==> config.mk <==
export PLATFORM = sky130hd
export DESIGN_NAME = vram_bus_arbiter
export DESIGN_NICKNAME = d
export VERILOG_FILES = /design/src/rtl/vram_bus_arbiter.sv
export SDC_FILE = /design/constraint.sdc
export NUM_CORES = 1
export LEC_CHECK = 0
export ABC_AREA = 1
export ABC_CLOCK_PERIOD_IN_PS = 2600
export BUFFER_PORTS_ARGS = -buffer_cell sky130_fd_sc_hd__buf_2
export CAP_MARGIN = 25
export CORE_AREA = 2 2 118 120
export CTS_CLUSTER_SIZE = 8
export DETAILED_ROUTE_END_ITERATION = 10
export DIE_AREA = 0 0 120 122
export PLACE_DENSITY = 0.72
export SETUP_SLACK_MARGIN = 0.3
export SLEW_MARGIN = 30
export SYNTH_ARGS = -nofsm -noshare
export SYNTH_HDL_FRONTEND = slang
export SYNTH_SLANG_ARGS = --single-unit
export TNS_END_PERCENT = 50
==> constraint.sdc <==
create_clock -name clk -period 2.6 [get_ports clk]
set_input_delay 0.52 -clock clk [delete_from_list [all_inputs] [get_ports clk]]
set_output_delay 0.52 -clock clk [all_outputs]
set_load 0.005 [all_outputs]
==> src/rtl/vram_bus_arbiter.sv <==
// vram_bus_arbiter: round-robin, burst-limited arbiter between the CPU (m0) and the display loader (m1)
// for the shared VRAM port. Define VRAM_ARB_VBLANK_PRIO_EN to give m1 strict priority while vblank=1.
module vram_bus_arbiter #(
  parameter int MAX_BURST  = 8,
  parameter int RD_LATENCY = 1
) (
  input  logic        clk,
  input  logic        rst,
  input  logic        vblank,
  input  logic        m0_req,
  input  logic        m0_we,
  input  logic [31:0] m0_addr,
  input  logic [31:0] m0_din,
  output logic        m0_gnt,
  output logic [31:0] m0_rdata,
  output logic        m0_rvalid,
  input  logic        m1_req,
  input  logic        m1_we,
  input  logic [31:0] m1_addr,
  input  logic [31:0] m1_din,
  output logic        m1_gnt,
  output logic [31:0] m1_rdata,
  output logic        m1_rvalid,
  output logic        mem_en,
  output logic        mem_we,
  output logic [31:0] mem_addr,
  output logic [31:0] mem_din,
  input  logic [31:0] mem_dout
);
  localparam int BW = $clog2(MAX_BURST + 1);
  localparam logic [BW:0] MAX_BEATS = (BW + 1)'(MAX_BURST);

  typedef enum logic [1:0] {
    NONE = 2'd0,
    OWN0 = 2'd1,
    OWN1 = 2'd2
  } owner_e;

  owner_e                owner_q, owner_d, owner_rr_s;
  logic                  last_q, last_d;  // 1 = m1 was the most recent owner
  logic [BW-1:0]         beats_q, beats_d, beats_eff_s;
  logic [BW:0]           beats_inc_s;
  logic                  burst_done_s, acc0_s, acc1_s, rd_push_s, rv_s;
  logic [RD_LATENCY-1:0] tag_v_q, tag_v_d, tag_m_q, tag_m_d;
  logic [31:0]           hold0_q, hold1_q;

  assign m0_gnt = (owner_q == OWN0);
  assign m1_gnt = (owner_q == OWN1);
  assign acc0_s = m0_req & m0_gnt;
  assign acc1_s = m1_req & m1_gnt;
  assign mem_en = acc0_s | acc1_s;

`ifdef VRAM_ARB_VBLANK_PRIO_EN
  logic vblank_q, vb_fall_s;
  assign vb_fall_s   = vblank_q & ~vblank;
  // Round-robin restarts from a fresh burst count when vblank ends.
  assign beats_eff_s = vb_fall_s ? {BW{1'b0}} : beats_q;
  assign owner_d     = (vblank && m1_req) ? OWN1 : owner_rr_s;

  always_ff @(posedge clk) begin
    if (rst) begin
      vblank_q <= 1'b0;
    end else begin
      vblank_q <= vblank;
    end
  end
`else
  logic unused_vblank_s;
  assign unused_vblank_s = vblank;
  assign beats_eff_s     = beats_q;
  assign owner_d         = owner_rr_s;
`endif

  // The current beat counts toward the burst, so the switch lands right after the last allowed beat.
  assign beats_inc_s  = {1'b0, beats_eff_s} + {{BW{1'b0}}, 1'b1};
  assign burst_done_s = (beats_inc_s >= MAX_BEATS);

  always_comb begin
    owner_rr_s = owner_q;
    case (owner_q)
      NONE: begin
        if (m0_req && m1_req) owner_rr_s = last_q ? OWN0 : OWN1;
        else if (m0_req)      owner_rr_s = OWN0;
        else if (m1_req)      owner_rr_s = OWN1;
        else                  owner_rr_s = NONE;
      end
      OWN0: begin
        if (m0_req && !(m1_req && burst_done_s)) owner_rr_s = OWN0;
        else if (m1_req)                         owner_rr_s = OWN1;
        else                                     owner_rr_s = NONE;
      end
      OWN1: begin
        if (m1_req && !(m0_req && burst_done_s)) owner_rr_s = OWN1;
        else if (m0_req)                         owner_rr_s = OWN0;
        else                                     owner_rr_s = NONE;
      end
      default: owner_rr_s = NONE;
    endcase
  end

  always_comb begin
    last_d  = last_q;
    beats_d = beats_eff_s;
    if (owner_d != owner_q) begin
      beats_d = {BW{1'b0}};
      if (owner_d == OWN0)      last_d = 1'b0;
      else if (owner_d == OWN1) last_d = 1'b1;
      else                      last_d = last_q;
    end else if (mem_en && (beats_inc_s <= MAX_BEATS)) begin
      beats_d = beats_inc_s[BW-1:0];
    end else begin
      beats_d = beats_eff_s;
    end
  end

  always_comb begin
    mem_we   = 1'b0;
    mem_addr = 32'd0;
    mem_din  = 32'd0;
    if (acc0_s) begin
      mem_we   = m0_we;
      mem_addr = m0_addr;
      mem_din  = m0_din;
    end else if (acc1_s) begin
      mem_we   = m1_we;
      mem_addr = m1_addr;
      mem_din  = m1_din;
    end else begin
      mem_we   = 1'b0;
    end
  end

  // Read tags travel alongside the memory pipeline so returns follow issue order, not the grant.
  assign rd_push_s = mem_en & ~mem_we;

  always_comb begin
    tag_v_d    = tag_v_q;
    tag_m_d    = tag_m_q;
    tag_v_d[0] = rd_push_s;
    tag_m_d[0] = acc1_s;
    for (int i = 1; i < RD_LATENCY; i++) begin
      tag_v_d[i] = tag_v_q[i-1];
      tag_m_d[i] = tag_m_q[i-1];
    end
  end

  assign rv_s      = tag_v_q[RD_LATENCY-1] & ~rst;
  assign m0_rvalid = rv_s & ~tag_m_q[RD_LATENCY-1];
  assign m1_rvalid = rv_s &  tag_m_q[RD_LATENCY-1];
  assign m0_rdata  = m0_rvalid ? mem_dout : hold0_q;
  assign m1_rdata  = m1_rvalid ? mem_dout : hold1_q;

  always_ff @(posedge clk) begin
    if (rst) begin
      owner_q <= NONE;
      last_q  <= 1'b1;
      beats_q <= {BW{1'b0}};
      tag_v_q <= {RD_LATENCY{1'b0}};
      tag_m_q <= {RD_LATENCY{1'b0}};
      hold0_q <= 32'd0;
      hold1_q <= 32'd0;
    end else begin
      owner_q <= owner_d;
      last_q  <= last_d;
      beats_q <= beats_d;
      tag_v_q <= tag_v_d;
      tag_m_q <= tag_m_d;
      if (m0_rvalid) hold0_q <= mem_dout;
      if (m1_rvalid) hold1_q <= mem_dout;
    end
  end
endmodule

==> impl_metrics.py <==
metrics = {
    "clock_tree": {
        "postCtsHoldBufs": 0,
        "htree_levels": 3,
        "clk_pin_slew_worst_paths_ps": 60,
        "tritoncts": "built",
        "cts_buffers": 9,
        "clk_latency_ps": 330,
        "clk_path_buf_depth": 2,
        "clock-sinks": 73,
        "cts_root_buffer": "clkbuf_16",
    },
    "min_path": {
        "min_from": "mem_dout[20]",
        "min_to": "hold0_q[20]",
        "hold_path_class": "in -> reg",
        "min_path_cells": 3,
    },
    "timing": {
        "fmax_mhz": 438,
        "setup_ws_ps": 318,
        "max_slew.worst_pin.slew_ps": 708,
        "setup_tns_ps": 0,
        "slew_headroom_pct": 52.8,
        "final.setup_skew_ps": 4.96,
        "hold_ws_ps": 489,
        "fin_crit_sh_pct": 87.8,
        "final_max_slew_viol_count": 0,
        "rsz0062_at_grt": "yes",
        "finalSetupViolations": 0,
        "period_needed_ps": 2280,
        "hold_viol": 0,
    },
    "critical_path": {
        "rr_worst_depth": 10,
        "cp_slowest_stage_delay_ps": 370,
        "r2r_start": "beats_eff_s[0]",
        "crit_chain": "inv_1, nor2_4, buf_12, nand3_1, nand2_1, buf_2",
        "r2r_slack_ps": 430,
        "arrival_ps": 1760,
        "worstSetupEndpointType": "output pin",
        "r2r-end": "last_q",
        "startpoint_type": "flip-flop",
        "cp_max_fo": 17,
        "crit_family": "simple AND/OR/NAND/NOR gates",
        "critical_path_buf_inv_count": 3,
        "cp.required_ps": 2080,
        "worst-setup-path-type": "reg -> out",
        "worst_path_max_delay_cell": "dfxtp_2",
    },
    "logic_synthesis": {
        "yosysMostFrequentCell": "nand2_1",
        "synthTopCellsByArea": "dfxtp_1, nand2_1, a211oi_1",
        "syn_area_per_cell_um2": 6.55,
        "synth.cell_area_um2": 4480,
        "synth_edf_count": 0,
        "synth_area_leader_cell": "dfxtp_1",
        "synthXorXnorAreaFrac_pct": 0.391,
        "yosys.area_share.simple_pct": 32.2,
        "synth_warnings": 0,
        "synth-adder-area-share_pct": 0.837,
        "synth_async_sr_flop_share_pct": 0,
        "ys.flop_type": "dfxtp_1",
        "synthTopCellsByCount": "nand2_1, inv_1, dfxtp_1, nand3_1, a21oi_1",
        "syn-instance-count": 685,
        "synth_compound_area_share_pct": 19.9,
        "ys_seq_elements": 73,
        "synth_top_family_by_area": "simple AND/OR/NAND/NOR gates",
        "muxShareOfSynthArea_pct": 0,
        "ys_types": 28,
        "netlist.area_leader.share_pct": 32.6,
        "syn_nets": 855,
        "yosysSeqAreaShare_pct": 32.6,
    },
    "placed_design": {
        "dp.final_hpwl_mm": 12.9,
        "gp_congestion": 0.890,
        "port_buffers": 299,
        "place_inst": 1130,
        "place_worst_setup_slack_ps": 374,
    },
    "final_layout": {
        "syn_to_final_growth_pct": 49.5,
        "final_util_pct": 49.7,
        "instances_no_fill": 1155,
        "drive_gt1_share_pct": 42.9,
        "final_nets": 1139,
    },
    "outcome": {
        "status": "finished, final reports clean",
    },
    "global_routing": {
        "grt.overflow.total": 0,
        "grt_pass1_vias": 4527,
        "use_met2_pct": 36.1,
        "gr-max-usage-layer": "met2",
        "use_met3_pct": 5.06,
        "grt_max_degree": 67,
        "grt.met1_usage_pct": 27.0,
        "grt_use_total_pct": 21.6,
        "antenna_found_initial": 2,
        "grt_pass1_wl_mm": 24.1,
    },
    "die": {
        "io_pins": 301,
        "dieWidth_um": 120,
        "die_h_um": 122,
        "die_area_um2": 14600,
        "start_util_pct": 33.2,
        "fp-row-count": 43,
        "fp.coreArea_um2": 13500,
    },
    "power_and_ir_drop": {
        "leakage_uw": 0.00393,
        "p_per_area_nw_per_um2": 506,
        "ir_drop_mv": 0.295,
    },
    "detailed_routing": {
        "routedWlPerCell_um": 15.1,
        "wirelength_mm": 17.4,
        "drtIter0Drc": 363,
        "vias": 5462,
        "first_pass_iters": 6,
        "viasPerCell": 4.73,
        "route.detailed.drc": 0,
        "postRouteAntennaNets": 0,
    },
    "flow_run": {
        "cap_violations": 0,
    },
}
-- worst max-delay path by stage --
stage,startpoint,to,cells after the start
final,owner_q[1],mem_addr[8],6
after global routing,owner_q[1],mem_din[21],6
after CTS,owner_q[0],mem_din[21],8
after detailed placement,rst,m0_rdata[6],10
after global placement,rst,m0_rdata[6],10
after floorplan,beats_eff_s[0],last_q,10
-- metal layers --
| metal | vias to the layer above | share of wire, % |
|---|---|---|
| li1 | 2788 | - |
| met1 | 2429 | 41 |
| met2 | 220 | 49 |
| met3 | 25 | 7.7 |
| met4 | 0 | 2.7 |
| met5 | - | 0 |
-- sequential cells by signal (all words and copies together) (netlist names) --
register and count:
hold0_q 32, tag_m_q 1, beats_eff_s 4, hold1_q 32, tag_v_q 1, owner_q 2
last_q 1
-- kinds of logic after synthesis --
| group | after synthesis |
|---|---|
| compound gates | 140 |
| xor+xnor | 2 |
| fa+ha+maj | 3 |
| buf+inv | 161 |
| flops | 73 |
| simple gates | 306 |
-- power by group --
part           switching (uW)  internal, uW  total (uW)
Clock                     482           889        1370
Combinational             467           375         842
Sequential               20.8          1160        1180
Total                     970          2420        3390
-- through the flow --
stage                     power [uW]  area, um^2
final                           3390        6710
after global routing            3560        6710
after CTS                       3380        6550
after detailed placement        1980        6180
after global placement          1970        6180
after floorplan                 1600        4480
-- area by class of cell --
cell class                      count  area, um^2
Clock inverter                      5        77.6
Timing Repair Buffer              322        1860
Clock buffer                       11         253
Tap cell                          180         225
Antenna cell                        1        2.50
Sequential cell                    73        1470
Fill cell                        1423        6800
Inverter                          112         425
Multi-Input combinational cell    451        2400
-- layout by cell type (no fill, tap or decap), types with 2 or more instances in the layout --
master,instances
ha_1,3
clkbuf_8,2
clkbuf_16,13
dfxtp_1,71
nor2_1,4
bufinv_16,2
a211oi_1,64
buf_6,3
or2_2,65
inv_1,108
a21oi_1,69
xor2_1,2
nand2_1,152
nand3_1,72
buf_2,299
buf_4,8
o2111ai_1,3
buf_12,7
nand4_1,2
clkinv_2,2
nor3_1,2
nand2_2,2
nor2_2,2
inv_2,3
-- worst min-delay path: stages --
cell      delay, ps
buf_2            90
inv_1            90
a211oi_1         70
-- timing repair --
item | CTS | global route
pin swaps | 0 | 1
setup buffers | 0 | 3
setup endpoints to repair | 44 | 100
cloned | 1 | 4
resized for setup | 2 | 10
(Power assumes the default switching activity.)
